--- config.mk ---
export PLATFORM = sky130hd
export DESIGN_NAME = pulse_train_gen
export DESIGN_NICKNAME = d
export VERILOG_FILES = /design/src/rtl/pulse_pkg.sv /design/src/rtl/pulse_timer.sv /design/src/rtl/pulse_train_gen.sv
export SDC_FILE = /design/constraint.sdc
export NUM_CORES = 1
export LEC_CHECK = 0
export ABC_AREA = 1
export CAP_MARGIN = 40
export CORE_AREA = 2 2 65 67
export DETAILED_ROUTE_END_ITERATION = 10
export DIE_AREA = 0 0 67 69
export PLACE_DENSITY = 0.58
export SYNTH_ARGS = -nofsm -noshare
export SYNTH_HDL_FRONTEND = slang
export SYNTH_SLANG_ARGS = --single-unit
export TNS_END_PERCENT = 5
--- constraint.sdc ---
create_clock -name clk_200h -period 2.6 [get_ports clk_200h]
set_clock_uncertainty 0.1 [all_clocks]
set_input_delay 0.52 -clock clk_200h [delete_from_list [all_inputs] [get_ports clk_200h]]
set_output_delay 0.52 -clock clk_200h [all_outputs]
set_load 0.02 [all_outputs]
--- src/rtl/pulse_pkg.sv ---
// Shared definitions for the button pulse detector and the pulse train generator:
// FSM state encoding, system clock rate and a ms-to-cycles helper.
package pulse_pkg;

  localparam int unsigned CLK_HZ = 200;

  typedef enum logic [1:0] {
    ST_IDLE = 2'd0,
    ST_HIGH = 2'd1,
    ST_LOW  = 2'd2
  } state_e;

  function automatic int unsigned ms_to_cycles(input int unsigned ms);
    return (ms * CLK_HZ) / 1000;
  endfunction

endpackage

--- src/rtl/pulse_timer.sv ---
// Loadable down-counter that parks at zero; times the HIGH and LOW phases.
module pulse_timer #(
  parameter int unsigned W = 5
) (
  input  logic         clk,
  input  logic         rst_n,
  input  logic         load,
  input  logic [W-1:0] load_val,
  output logic         zero
);

  logic [W-1:0] cnt_q, cnt_d;

  always_comb begin
    cnt_d = cnt_q;
    if (load) begin
      cnt_d = load_val;
    end else if (cnt_q != '0) begin
      cnt_d = cnt_q - W'(1);
    end
  end

  always_ff @(posedge clk or negedge rst_n) begin
    if (!rst_n) begin
      cnt_q <= '0;
    end else begin
      cnt_q <= cnt_d;
    end
  end

  assign zero = (cnt_q == '0);

endmodule

--- src/rtl/pulse_train_gen.sv ---
// Emits a burst of timed pulses on pulse_out per start strobe; one request can be
// queued while a burst is running.
module pulse_train_gen
  import pulse_pkg::*;
#(
  parameter int unsigned HIGH_CYC = ms_to_cycles(100),
  parameter int unsigned LOW_CYC  = ms_to_cycles(100),
  parameter int unsigned CNT_W    = 4
) (
  input  logic             clk_200h,
  input  logic             rst_n,
  input  logic             start,
  input  logic [CNT_W-1:0] burst_len,
  output logic             pulse_out,
  output logic             busy,
  output logic             done,
  output logic             drop
);

  localparam int unsigned MAX_CYC = (HIGH_CYC > LOW_CYC) ? HIGH_CYC : LOW_CYC;
  localparam int unsigned TMR_W   = (MAX_CYC > 1) ? $clog2(MAX_CYC) : 1;
  localparam logic [TMR_W-1:0] HIGH_VAL = TMR_W'(HIGH_CYC - 1);
  localparam logic [TMR_W-1:0] LOW_VAL  = TMR_W'(LOW_CYC - 1);

  state_e           state_q, state_d;
  logic [CNT_W-1:0] rem_q, rem_d;
  logic             pend_v_q, pend_v_d;
  logic [CNT_W-1:0] pend_len_q, pend_len_d;
  logic             pulse_out_q, busy_q, done_q, drop_q;
  logic             done_d, drop_d;

  logic             tmr_load;
  logic [TMR_W-1:0] tmr_val;
  logic             tmr_zero;
  logic             start_ok;
  logic             final_low;

  pulse_timer #(
    .W(TMR_W)
  ) u_timer (
    .clk      (clk_200h),
    .rst_n    (rst_n),
    .load     (tmr_load),
    .load_val (tmr_val),
    .zero     (tmr_zero)
  );

  always_comb begin
    state_d    = state_q;
    rem_d      = rem_q;
    pend_v_d   = pend_v_q;
    pend_len_d = pend_len_q;
    done_d     = 1'b0;
    drop_d     = 1'b0;
    tmr_load   = 1'b0;
    tmr_val    = '0;
    start_ok   = start && (burst_len != '0);
    final_low  = (state_q == ST_LOW) && tmr_zero && (rem_q == '0);

    case (state_q)
      ST_IDLE: begin
        if (start_ok) begin
          state_d  = ST_HIGH;
          rem_d    = burst_len;
          tmr_load = 1'b1;
          tmr_val  = HIGH_VAL;
        end
      end
      ST_HIGH: begin
        if (tmr_zero) begin
          state_d  = ST_LOW;
          tmr_load = 1'b1;
          tmr_val  = LOW_VAL;
          if (rem_q != '0) begin
            rem_d = rem_q - CNT_W'(1);
          end
        end
      end
      ST_LOW: begin
        if (tmr_zero) begin
          if (rem_q != '0) begin
            state_d  = ST_HIGH;
            tmr_load = 1'b1;
            tmr_val  = HIGH_VAL;
          end else begin
            done_d = 1'b1;
            if (pend_v_q) begin
              state_d  = ST_HIGH;
              rem_d    = pend_len_q;
              pend_v_d = 1'b0;
              tmr_load = 1'b1;
              tmr_val  = HIGH_VAL;
            end else if (start_ok) begin
              state_d  = ST_HIGH;
              rem_d    = burst_len;
              tmr_load = 1'b1;
              tmr_val  = HIGH_VAL;
            end else begin
              state_d = ST_IDLE;
            end
          end
        end
      end
      default: state_d = ST_IDLE;
    endcase

    // A request on the final LOW cycle either started directly above, or refills
    // the slot that is being consumed this same cycle.
    if (start_ok && (state_q != ST_IDLE) && !(final_low && !pend_v_q)) begin
      if (!pend_v_q || final_low) begin
        pend_v_d   = 1'b1;
        pend_len_d = burst_len;
      end else begin
        drop_d = 1'b1;
      end
    end
  end

  always_ff @(posedge clk_200h or negedge rst_n) begin
    if (!rst_n) begin
      state_q     <= ST_IDLE;
      rem_q       <= '0;
      pend_v_q    <= 1'b0;
      pend_len_q  <= '0;
      pulse_out_q <= 1'b0;
      busy_q      <= 1'b0;
      done_q      <= 1'b0;
      drop_q      <= 1'b0;
    end else begin
      state_q     <= state_d;
      rem_q       <= rem_d;
      pend_v_q    <= pend_v_d;
      pend_len_q  <= pend_len_d;
      pulse_out_q <= (state_d == ST_HIGH);
      busy_q      <= (state_d != ST_IDLE);
      done_q      <= done_d;
      drop_q      <= drop_d;
    end
  end

  assign pulse_out = pulse_out_q;
  assign busy      = busy_q;
  assign done      = done_q;
  assign drop      = drop_q;

endmodule

==> results.tsv, run 1 <==
stage	metric	value	unit
die	start_util	33.6	%
clocking	clk_pin_slew	80	ps
setup_path	arrival	1180	ps
detailed_routing	vias	1054	
die	core	0.00391	sq mm
global_routing	globalRouteOverflowTotal	0	
timing	hold_slack	406	ps
setup_path	end_kind	output port	
die	chipHeight	69	um
clocking	ctsHoldBuffers	0	
min_path	hold_path_class	flop to flop	
clocking	cts_sinks	20	
timing	maxSlewHeadroom	68.0	%
die	row_count	23	
detailed_routing	wirelength	2430	um
timing	slew_viol_final	0	
clocking	post_cts_resized	0	
detailed_routing	firstDrtPassIters	5	
placed_design	dp_hpwl	1930	um
clocking	numCtsBuffers	3	
finish	final_nets	203	
setup_path	worstRegToRegCells	8	
setup_path	cpLargestDelayFamily	buffers and inverters	
setup_path	rrSetupSlack	800	ps
clocking	cts_tree	built	
timing	min_period_over_period	69.2	%
die	io_pins	11	
yosys	synth_cells	174	
placed_design	port_buffers	10	
detailed_routing	drt_iter0_drc	20	
placed_design	place_congestion	0.780	
power	power.density	1020	mW/mm^2
min_path	hold_start	pend_len_q[0]$_DFFE_PN0P_	
setup_path	cp_num_buf_inv	1	
setup_path	r2r-end	rem_q[0]$_DFFE_PN0P_	
detailed_routing	vias_per_cell	4.43	
yosys	avgSynthCellArea	7.56	sq um
finish	n_fill_cell	446	
clocking	post_cts_buffers	0	
clocking	htreeDepth	1	
finish	area_growth	16.1	%
global_routing	grt_pass1_wl	4410	um
finish	final_core_util	39.0	%
status	status	finished clean	
yosys	synth_xor_xnor_area_share	2.00	%
setup_path	slowest_stage	clkdlybuf4s50_1	
die	dieArea	0.00462	sq mm
flow_run	cap_violations	0	
timing	hold_violations	0	
global_routing	antenna_found_initial	0	
detailed_routing	drc	0	
yosys	netlist_area	0.00132	sq mm
yosys	synthDistinctLibCells	21	
clocking	clock_latency	260	ps
finish	layout_commonest_cell	nand2_1	
yosys	synthSimpleGateAreaFrac	33.6	%
yosys	synth_top_family_by_area	simple AND/OR/NAND/NOR gates	
global_routing	grt_max_degree	12	
min_path	hold_end	pend_len_q[0]$_DFFE_PN0P_	
yosys	syn_nets	188	
min_path	hold_depth	2	
timing	setup_viol	0	
finish	diodes	0	
timing	max_freq	555	MHz
global_routing	grt_pass1_vias	1008	
setup_path	slowest_delay	600	ps
setup_path	r2r-start	state_q[0]$_DFF_PN0_	
yosys	synth_compound_area_share	9.51	%
timing	tightest_slew	478	ps
yosys	yosysSeqAreaShare	38.1	%
die	fp.dieW	67	um
timing	rsz0062_at_grt	no	
power	ir_drop	394	uV
timing	tns	0	ps
yosys	muxShareOfSynthArea	0	%
timing	fin_crit	1800	ps
detailed_routing	wl_per_cell	10.2	um
setup_path	path_max_fanout	1	
setup_path	path_cells	clkdlybuf4s50_1	
yosys	synthAdderAreaFrac	6.66	%
clocking	cts-root-buf	clkbuf_8	
yosys	yosysWarnings	0	
power	p_leak	0.806	nW
clocking	cts_buffer_depth	2	
finish	final_cell_mix	nand2_1, inv_1, dfrtp_1	
setup_path	cp.required	1980	ps
global_routing	track_usage	11.7	%
setup_path	startpoint_type	flop	
setup_path	worstSetupPathType	flop to output port	
finish	drive_gt1_share	13.3	%
detailed_routing	antenna_left	0	
yosys	ys_ff_latch	20	
-- cell type report --
| cell class | count | area, sq um | area share, % |
|---|---|---|---|
| timing repair buffer | 11 | 108 | 7.05 |
| sequential | 20 | 500 | 32.8 |
| multi-input combinational | 121 | 681 | 44.6 |
| inverter | 32 | 120 | 7.87 |
| tap | 50 | 62.6 | 4.10 |
| clock buffer | 4 | 55.1 | 3.61 |
-- how the worst max path moves through the flow --
stage	startpoint	end	slack, ps	cells past startpoint
final	pulse_out$_DFF_PN0_	pulse_out	800	1
after global routing	state_q[0]$_DFF_PN0_	rem_q[3]$_DFFE_PN0P_	640	9
after CTS	done$_DFF_PN0_	done	790	1
after detailed placement	burst_len[3]	u_timer.cnt_q[0]$_DFFE_PN0P_	600	9
after global placement	burst_len[3]	u_timer.cnt_q[4]$_DFFE_PN0P_	620	9
after floorplan	u_timer.cnt_q[0]$_DFFE_PN0P_	rem_q[3]$_DFFE_PN0P_	1070	11
-- sequential cells by signal, indices dropped and copies added (netlist names) --
register,cells
pend_v_q,1
state_q,2
rem_q,4
u_timer.cnt_q,5
done,1
pend_len_q,4
busy,1
drop,1
pulse_out,1
-- synth_stat cells --
| master | number | area [sq um] |
|---|---|---|
| o21ai_2 | 1 | 8.76 |
| nand2_4 | 2 | 22.5 |
| xor2_1 | 3 | 26.3 |
| inv_1 | 29 | 109 |
| nand3_1 | 19 | 95.1 |
| a21oi_1 | 5 | 25.0 |
| nand3_4 | 1 | 17.5 |
| inv_2 | 3 | 11.3 |
| nand2_2 | 4 | 25.0 |
| ha_1 | 7 | 87.6 |
| clkbuf_8 | 1 | 13.8 |
| dfrtp_1 | 20 | 500 |
| nor2_1 | 6 | 22.5 |
| nand4_1 | 1 | 6.26 |
| nand2_1 | 48 | 180 |
| o21ai_4 | 1 | 16.3 |
| o21ai_0 | 11 | 55.1 |
| o21ai_1 | 4 | 20.0 |
| nor2_4 | 3 | 33.8 |
| nand3_2 | 2 | 20.0 |
| nor2_2 | 3 | 18.8 |
-- metal layers --
metal,up-vias,GRT usage (%),wire length [um]
li1,569,-,-
met1,464,16.8,1230
met2,16,17.9,1100
met3,5,1.63,60
met4,0,4.08,39
met5,-,0,0
-- power breakdown --
part / total [mW] / internal, mW / leakage (nW) / switching, mW
clock network: 0.239 / 0.135 / 0.0288 / 0.104
registers: 0.475 / 0.413 / 0.248 / 0.0621
logic: 0.843 / 0.313 / 0.529 / 0.530
-- cell families after synthesis --
| kind of cell | count (synthesis) |
|---|---|
| simple gates | 89 |
| flops | 20 |
| fa+ha+maj | 7 |
| compound gates | 22 |
| xor+xnor | 3 |
| buf+inv | 33 |
-- per-stage QoR --
step / cells / worst slack, ps / area [sq um] / power (mW)
floorplan: 174 / 1070 / 1320 / 1.14
global placement: 234 / 623 / 1470 / 1.33
global route: 238 / 640 / 1530 / 1.73
detailed placement: 234 / 596 / 1470 / 1.32
CTS: 238 / 786 / 1530 / 1.58
finish: 238 / 800 / 1530 / 1.56
-- worst register-to-register path, delay by kind of cell (launching register included) --
kind / cells / cell delay, ps
and+or+nand+nor: 3 / 210
buffers and inverters: 2 / 230
DFF: 1 / 400
AOI/OAI and AO/OA: 2 / 430
adders and majority gates: 1 / 390
Note: power is estimated with default switching activity, not from simulation.
==> run 2: changes to the inputs <==
==> constraint.sdc (replaced) <==
create_clock -name clk_200h -period 1.85 [get_ports clk_200h]
set_clock_uncertainty 0.1 [all_clocks]
set_input_delay 0.37 -clock clk_200h [delete_from_list [all_inputs] [get_ports clk_200h]]
set_output_delay 0.37 -clock clk_200h [all_outputs]
set_load 0.02 [all_outputs]
==> results.tsv, run 2 (synthesized netlist as in run 1, its figures left out) <==
stage	metric	value	unit
status	status	finished clean	
detailed_routing	wirelength	2480	um
power	clock_power_share	15.4	%
clocking	htreeDepth	1	
power	p_int	1.24	mW
setup_path	arrival	1740	ps
timing	tightest_slew	282	ps
die	start_util	33.6	%
detailed_routing	top_layer	met4	
detailed_routing	vias_per_cell	4.51	
finish	area_growth	19.1	%
min_path	hold_path_class	primary input to asynchronous set/reset pin	
die	dieArea	0.00462	sq mm
timing	min_period_over_period	90.3	%
timing	maxSlewHeadroom	81.2	%
setup_path	slowest_delay	410	ps
setup_path	path_max_fanout	7	
timing	max_freq	599	MHz
detailed_routing	antenna_left	0	
power	p_leak	0.827	nW
finish	layout_commonest_cell	nand2_1	
die	row_count	23	
setup_path	end_kind	flop	
placed_design	place_ws	-1.49	ps
setup_path	path_cells	inv_2 > ha_2 > inv_1 > nor2_2 > nand2_2 > nand2_1 > nand3_2 > nor2_4 > nand3_1 > nand2_1 > inv_1	
detailed_routing	drc	0	
global_routing	globalRouteOverflowTotal	0	
setup_path	cp.required	1920	ps
clocking	ctsHoldBuffers	0	
detailed_routing	dr_wl_met3	64	um
timing	fin_crit	1670	ps
timing	rsz0062_at_grt	no	
setup_path	startpoint_type	flop	
clocking	cts_tree	built	
placed_design	place_congestion	0.773	
power	finalPower	2.22	mW
power	pwr-share-comb	54.5	%
flow_run	cap_violations	0	
finish	drive_gt1_share	16.6	%
finish	final_cell_mix	nand2_1, inv_1, dfrtp_1	
finish	diodes	0	
finish	largest_reg_flops	5	
detailed_routing	drt_iter0_drc	44	
detailed_routing	wl_per_cell	10.2	um
setup_path	worstSetupPathType	flop to flop	
setup_path	slowest_stage	dfrtp_1	
die	core	0.00391	sq mm
power	p_sw	0.988	mW
clocking	clk_pin_slew	80	ps
timing	setup_ws	180	ps
power	power.density	1420	mW/mm^2
timing	hold_violations	0	
timing	setup_viol	0	
global_routing	track_usage	12.6	%
finish	top_regs	u_timer.cnt_q: 5 flops, pend_len_q: 4 flops, rem_q: 4 flops	
clocking	clock_latency	260	ps
global_routing	grt_max_degree	21	
timing	hold_slack	343	ps
die	chipHeight	69	um
placed_design	dp_hpwl	1960	um
clocking	cts-root-buf	clkbuf_8	
finish	regMostFlops	u_timer.cnt_q	
power	ir_drop	727	uV
clocking	cts_buffer_depth	2	
detailed_routing	met1_length	1270	um
finish	final_nets	208	
timing	slew_viol_final	0	
detailed_routing	wl_met2	1090	um
detailed_routing	vias	1096	
clocking	numCtsBuffers	3	
power	p_sw_share	44.4	%
clocking	cts_sinks	20	
placed_design	port_buffers	10	
global_routing	grt_pass1_wl	4530	um
die	io_pins	11	
global_routing	antenna_found_initial	0	
global_routing	grt_pass1_vias	1030	
detailed_routing	firstDrtPassIters	4	
power	seqPwrFrac	30.1	%
die	fp.dieW	67	um
[run 2: cell types whose count changed in the layout (fill, tap and decap cells not counted)]
cell	change
buf_4	+5
ha_1	-1
ha_2	+1
inv_1	-1
inv_2	+1
[run 2: layer usage]
| layer | GRT usage [%] | vias up |
|---|---|---|
| li1 | - | 580 |
| met1 | 17.2 | 492 |
| met2 | 18.5 | 20 |
| met3 | 1.63 | 4 |
| met4 | 8.16 | 0 |
| met5 | 0 | - |
[run 2: worst paths after layout]
kind,slack [ps],from,cells past startpoint,to
max,180,u_timer.cnt_q[0]$_DFFE_PN0P_,11,rem_q[3]$_DFFE_PN0P_
min,340,rst_n,2,pend_v_q$_DFF_PN0_
max reg2reg,180,u_timer.cnt_q[0]$_DFFE_PN0P_,11,rem_q[3]$_DFFE_PN0P_
min reg2reg,410,pend_len_q[3]$_DFFE_PN0P_,2,pend_len_q[3]$_DFFE_PN0P_
max in group asynchronous,1100,rst_n,2,done$_DFF_PN0_
min in group clk_200h,410,pend_len_q[3]$_DFFE_PN0P_,2,pend_len_q[3]$_DFFE_PN0P_
[run 2: what timing repair did]
| action | in CTS | in global routing |
|---|---|---|
| endpoints found under the setup margin | 0 | 1 |
| gates resized for setup | 0 | 2 |
| setup buffers | 0 | 0 |
[run 2: cell type report]
class                      count  area [sq um]
multi-input combinational    121           683
tap                           50          62.6
timing repair buffer          16           145
sequential                    20           500
clock buffer                   4          55.1
fill                         427          2350
inverter                      32           120
[run 2: power by group through the flow]
stage | registers (mW) | logic [mW] | clock network [mW]
after floorplan | 0.700 | 0.898 | 0
after global placement | 0.680 | 1.22 | 0
after detailed placement | 0.680 | 1.21 | 0
after CTS | 0.671 | 1.22 | 0.352
after global routing | 0.691 | 1.39 | 0.375
final | 0.670 | 1.21 | 0.342
[run 2: stage by stage]
step | utilization, % | instances | cell area [sq um] | TNS, ps
after global routing | 40.0 | 243 | 1570 | 0
after global placement | 38.6 | 239 | 1510 | 0
after CTS | 40.0 | 243 | 1560 | 0
after floorplan | - | 174 | 1320 | 0
after detailed placement | 38.6 | 239 | 1510 | -3.11
final | 40.0 | 243 | 1570 | 0
[run 2: critical path, delay by kind of cell, from the launching register on]
| kind | cells | cell delay (ps) |
|---|---|---|
| simple gates | 7 | 710 |
| flops | 1 | 410 |
| fa+ha+maj | 1 | 180 |
| buf+inv | 3 | 170 |
